`config.mk`:
```
export PLATFORM = sky130hd
export DESIGN_NAME = ins_encoder
export DESIGN_NICKNAME = d
export VERILOG_FILES = /design/src/rtl/ins_encoder.sv
export SDC_FILE = /design/constraint.sdc
export NUM_CORES = 1
export LEC_CHECK = 0
export ABC_AREA = 0
export CELL_PAD_IN_SITES_DETAIL_PLACEMENT = 1
export CELL_PAD_IN_SITES_GLOBAL_PLACEMENT = 2
export CORE_UTILIZATION = 35
export DETAILED_ROUTE_END_ITERATION = 6
export PLACE_DENSITY = 0.8
export SLEW_MARGIN = 40
export SYNTH_ARGS = -nofsm -noshare
export SYNTH_HDL_FRONTEND = slang
export SYNTH_SLANG_ARGS = --single-unit
```
`constraint.sdc`:
```
create_clock -name clk -period 40.4 [get_ports clk]
set_input_delay 4.04 -clock clk [delete_from_list [all_inputs] [get_ports clk]]
set_output_delay 4.04 -clock clk [all_outputs]
set_load 0.1 [all_outputs]
```
`src/rtl/ins_encoder.sv`:
```
// Instruction encoder: accepts one decoded instruction (icode, ifun, rA, rB,
// Val_C), validates it, and streams its byte encoding one byte per cycle into
// instruction memory starting at the current write pointer Val_P.
module ins_encoder #(
    parameter int MEM_SIZE = 1024
) (
    input  logic        clk,
    input  logic        rst_n,
    input  logic        adr_load,
    input  logic [63:0] start_adr,
    input  logic        in_valid,
    output logic        in_ready,
    input  logic [3:0]  Ins_Code,
    input  logic [3:0]  Ins_fun,
    input  logic [3:0]  rA,
    input  logic [3:0]  rB,
    input  logic [63:0] Val_C,
    output logic        mem_wr_en,
    output logic [63:0] mem_wr_adr,
    output logic [7:0]  mem_wr_data,
    output logic [63:0] Val_P,
    output logic        done,
    output logic        instruction_invalid_check,
    output logic        mem_invalid_check
);

    typedef enum logic {IDLE, EMIT} state_t;

    state_t      state;
    logic [3:0]  idx;
    logic [3:0]  len;
    logic [3:0]  lat_icode;
    logic [3:0]  lat_ifun;
    logic [3:0]  lat_ra;
    logic [3:0]  lat_rb;
    logic [63:0] lat_valc;
    logic [63:0] base;
    logic        accept;

    // Encoded length in bytes for a given icode.
    function automatic logic [3:0] ins_len(input logic [3:0] icode);
        case (icode)
            4'h2, 4'h6, 4'hA, 4'hB: ins_len = 4'd2;
            4'h7, 4'h8:             ins_len = 4'd9;
            4'h3, 4'h4, 4'h5:       ins_len = 4'd10;
            default:                ins_len = 4'd1;
        endcase
    endfunction

    // Unknown icode or an ifun outside the range that icode defines.
    function automatic logic ins_bad(input logic [3:0] icode, input logic [3:0] ifun);
        if (icode > 4'hB) begin
            ins_bad = 1'b1;
        end else begin
            case (icode)
                4'h2, 4'h7: ins_bad = (ifun > 4'd6);
                4'h6:       ins_bad = (ifun > 4'd3);
                default:    ins_bad = (ifun != 4'd0);
            endcase
        end
    endfunction

    // Instructions that carry the rA/rB byte.
    function automatic logic has_regs(input logic [3:0] icode);
        case (icode)
            4'h2, 4'h3, 4'h4, 4'h5, 4'h6, 4'hA, 4'hB: has_regs = 1'b1;
            default:                                 has_regs = 1'b0;
        endcase
    endfunction

    // Byte k of the encoding; Val_C follows the header (and register byte if any).
    function automatic logic [7:0] ins_byte(input logic [3:0]  icode,
                                            input logic [3:0]  ifun,
                                            input logic [3:0]  ra,
                                            input logic [3:0]  rb,
                                            input logic [63:0] valc,
                                            input logic [3:0]  k);
        logic [3:0] off;
        logic [2:0] cidx;
        off  = has_regs(icode) ? 4'd2 : 4'd1;
        cidx = 3'(k - off);
        if (k == 4'd0) begin
            ins_byte = {icode, ifun};
        end else if (has_regs(icode) && k == 4'd1) begin
            ins_byte = {ra, rb};
        end else begin
            ins_byte = valc[{cidx, 3'b000} +: 8];
        end
    endfunction

    assign in_ready = (state == IDLE) && !adr_load;
    assign accept   = in_valid && in_ready;

    // Capture the instruction fields and start pointer at acceptance; held during EMIT.
    always_ff @(posedge clk) begin
        if (accept) begin
            lat_icode <= Ins_Code;
            lat_ifun  <= Ins_fun;
            lat_ra    <= rA;
            lat_rb    <= rB;
            lat_valc  <= Val_C;
            base      <= Val_P;
        end
    end

    // Control FSM with registered write port; byte 0 is presented on the accept edge.
    always_ff @(posedge clk or negedge rst_n) begin
        if (!rst_n) begin
            state                     <= IDLE;
            idx                       <= 4'd0;
            len                       <= 4'd0;
            Val_P                     <= 64'd0;
            mem_wr_en                 <= 1'b0;
            mem_wr_adr                <= 64'd0;
            mem_wr_data               <= 8'd0;
            done                      <= 1'b0;
            instruction_invalid_check <= 1'b0;
            mem_invalid_check         <= 1'b0;
        end else begin
            instruction_invalid_check <= 1'b0;
            mem_invalid_check         <= 1'b0;
            case (state)
                IDLE: begin
                    mem_wr_en   <= 1'b0;
                    mem_wr_adr  <= 64'd0;
                    mem_wr_data <= 8'd0;
                    done        <= 1'b0;
                    if (adr_load) begin
                        Val_P <= start_adr;
                    end else if (in_valid) begin
                        if (ins_bad(Ins_Code, Ins_fun)) begin
                            instruction_invalid_check <= 1'b1;
                        end else if (({1'b0, Val_P} + 65'(ins_len(Ins_Code))) > 65'(MEM_SIZE)) begin
                            mem_invalid_check <= 1'b1;
                        end else begin
                            state       <= EMIT;
                            len         <= ins_len(Ins_Code);
                            idx         <= 4'd1;
                            mem_wr_en   <= 1'b1;
                            mem_wr_adr  <= Val_P;
                            mem_wr_data <= {Ins_Code, Ins_fun};
                            done        <= (ins_len(Ins_Code) == 4'd1);
                        end
                    end
                end
                EMIT: begin
                    // The byte on the port this cycle is written at this edge.
                    Val_P <= Val_P + 64'd1;
                    if (idx == len) begin
                        state       <= IDLE;
                        idx         <= 4'd0;
                        mem_wr_en   <= 1'b0;
                        mem_wr_adr  <= 64'd0;
                        mem_wr_data <= 8'd0;
                        done        <= 1'b0;
                    end else begin
                        idx         <= idx + 4'd1;
                        mem_wr_adr  <= base + 64'(idx);
                        mem_wr_data <= ins_byte(lat_icode, lat_ifun, lat_ra, lat_rb, lat_valc, idx);
                        done        <= ((idx + 4'd1) == len);
                    end
                end
                default: state <= IDLE;
            endcase
        end
    end

endmodule

```
==> flow_metrics.py <==
metrics = {
    "floorplan": {
        "start_util_pct": 35.48,
        "fp-row-count": 76,
        "core_area_mm2": 0.04308,
        "ios": 289,
        "die_y_um": 211.0,
        "die_x_um": 211.0,
        "dieArea_mm2": 0.04451,
    },
    "sta": {
        "min_period_over_period_pct": 22.36,
        "finalSetupTns_ps": 0,
        "slew_headroom_pct": 44.17,
        "fin_skew_ps": 23.44,
        "report.final.slew_viol_count": 0,
        "hold_violations": 0,
        "setup-violations-final": 0,
        "fin_crit_ps": 9032,
        "rsz0062_at_grt": "false",
        "worst-slew-pin-transition_ps": 829.8,
        "fmax_mhz": 110.7,
        "hold_slack_ps": 495.8,
    },
    "min_path": {
        "hold_class": "flip-flop to flip-flop",
    },
    "clock_network": {
        "h-tree-depth": 2,
        "tritoncts": "done",
        "worstSkewPairLatency_ps": 560,
        "cts_resized": 0,
        "clock-sinks": 292,
        "root_buffer": "clkbuf_16",
        "clk_path_buf_depth": 3,
        "cts_buffers": 35,
        "holdBufCountCts": 0,
        "postCtsSetupBuffers": 0,
        "clk_pin_slew_ps": 50,
    },
    "synth": {
        "synth_seq_cells": 292,
        "syn_nets": 1606,
        "avgSynthCellArea_um2": 10.59,
        "syn_inst": 1443,
        "synth_area_mm2": 0.01528,
        "synthDistinctLibCells": 72,
        "ys.flop_type": "dfrtp_1",
        "yosysSeqAreaShare_pct": 52.52,
        "yosys_warnings": 0,
        "async_flop_share_pct": 50.68,
        "synth_edf_count": 144,
    },
    "power": {
        "p_per_area_mw_per_mm2": 41.93,
        "peakVddDrop_uv": 24.88,
        "combPwrFrac_pct": 16.7,
        "clock_power_share_pct": 38.4,
        "swShare_pct": 30.72,
        "switching_power_mw": 0.2458,
        "p_seq_share_pct": 45.0,
        "internal_power_mw": 0.5543,
        "p_leak_nw": 7.349,
    },
    "grt": {
        "grt_pass1_wl_um": 81760,
        "grt-ovfl-total": 0,
        "track_usage_pct": 24.50,
        "grt_pass1_vias": 12835,
        "grt_antenna_before_repair": 0,
        "grt_max_degree": 146,
    },
    "run_status": {
        "run_status": "complete, no violations",
    },
    "routing": {
        "wl_met3_um": 3207,
        "wl_met2_um": 25250,
        "wl_met1_um": 24810,
        "maxUsedRoutingLayer": "met4",
        "vias": 12547,
        "finalWirelength_um": 54640,
        "firstDrtPassIters": 5,
        "vias_per_cell": 5.474,
        "drt_iter0_markers": 860,
        "ant_nets": 0,
        "wl_per_cell_um": 23.84,
        "drc": 0,
    },
    "job": {
        "timing.max_cap.violations": 0,
    },
    "worst_setup_path": {
        "critPathTopFamily": "buffers and inverters",
        "crit_slowest_cell": "buf_2",
        "worstPathMaxFanout": 44,
        "cp_slowest_stage_delay_ps": 450,
        "crit_path_end_kind": "output port",
        "startpoint_type": "primary input",
        "cp_cell_sequence": "buf_4, nor2_1, buf_2",
        "worstPathArrival_ps": 4990,
        "path_buf_inv": 2,
        "worstPathRequired_ps": 36360,
        "crit_type": "primary input to output port",
    },
    "place": {
        "io_buffer_count": 288,
        "hpwlAfterDp_um": 40400,
        "gp_routability_congestion": 0.8599,
    },
    "final_layout": {
        "n_fill_cell": 4745,
        "final_cell_mix": "dfrtp_1 (147), clkdlybuf4s50_1 (145), nand2_1 (144), edfxtp_1 (144), buf_2 (141)",
        "nNetsFinal": 1843,
        "layout_commonest_cell": "dfrtp_1",
        "antenna_cells": 0,
        "drive_gt1_share_pct": 14.53,
        "synthToLayoutAreaGrowth_pct": 24.84,
    },
}
-- cells by family after synthesis --
family,synth area share [%]
and+or+nand+nor,19.47
muxes,6.000
xor gates and xnor gates,7.736
DFF,52.52
buffers and inverters,3.569
adders and majority gates,1.375
AOI/OAI and AO/OA,9.324
-- flip-flops by register name, summed over array words and instances, names as in the netlist, 3 cells and up --
register and cells:
Val_P 64, base 64, idx 4, lat_icode 4, lat_ifun 4, lat_ra 4
lat_rb 4, lat_valc 64, len 3, mem_wr_adr 64, mem_wr_data 8
-- power by group through the flow --
stage	Sequential, mW	Combinational, mW	Clock (mW)
2_1_floorplan	0.393	0.0568	0
6_report	0.360	0.134	0.307
3_3_place_gp	0.365	0.137	0
5_1_grt	0.362	0.142	0.325
4_1_cts	0.359	0.134	0.315
3_5_place_dp	0.365	0.133	0
-- routing by layer --
metal	vias up	track usage, %
met2	381	38.91
met4	0	8.021
li1	5730	-
met1	6351	33.39
met3	85	4.996
met5	-	0
-- final cells by class --
cell class / instances / area (um^2) / area share [%]
clock buffer: 55 / 1011 / 5.298
multi-input combinational: 1024 / 6779 / 35.53
timing repair buffer: 303 / 2327 / 12.20
clock inverter: 9 / 110.1 / 0.5771
inverter: 24 / 90.09 / 0.4721
tap: 585 / 732.0 / 3.836
sequential: 292 / 8031 / 42.09
-- path summary, 6_finish.rpt --
check | depth (start not counted) | slack, ps | from | endpoint
worst max-delay path | 3 | 31370 | adr_load | in_ready
worst min-delay path | 1 | 500 | mem_wr_en | mem_wr_en
worst max register to register | 15 | 35710 | Val_P[0] | len[1]
worst min register to register | 1 | 500 | mem_wr_en | mem_wr_en
max in group asynchronous | 2 | 35730 | rst_n | state
min in group asynchronous | 1 | 3500 | rst_n | mem_wr_adr[46]
-- per-stage QoR --
stage | instance area (um^2) | std cells | utilization, % | setup WS [ps] | power, mW
4_1_cts | 19040 | 2291 | 44.21 | 31310 | 0.8088
6_report | 19080 | 2292 | 44.30 | 31370 | 0.8001
3_5_place_dp | 17920 | 2227 | 41.61 | 31070 | 0.4986
2_1_floorplan | 15280 | 1443 | - | 24170 | 0.4497
5_1_grt | 19080 | 2292 | 44.30 | 31230 | 0.8286
3_3_place_gp | 18590 | 2227 | 43.16 | 30590 | 0.5018
-- Yosys cell counts, types with 11 or more instances --
library cell	n	area share, %
dfrtp_1	148	24
edfxtp_1	144	28
nand2_1	144	3.5
nor2_1	120	2.9
xnor2_1	73	4.2
a21oi_1	69	2.3
o21ai_0	66	2.2
clkbuf_1	64	1.6
xor2_1	62	3.6
nand4_1	58	2.4
mux2i_1	50	3.3
nand3_1	42	1.4
nor2b_1	32	1.3
a211oi_1	30	1.5
nor3_1	29	0.95
and3_1	26	1.1
buf_2	23	0.75
inv_1	23	0.56
and4_1	22	1.3
or3_1	22	0.90
nor4_1	21	0.86
a22o_1	16	0.92
mux4_2	16	2.4
ha_1	12	0.98
and2_1	11	0.45
Power figures use the tool's default switching activity.
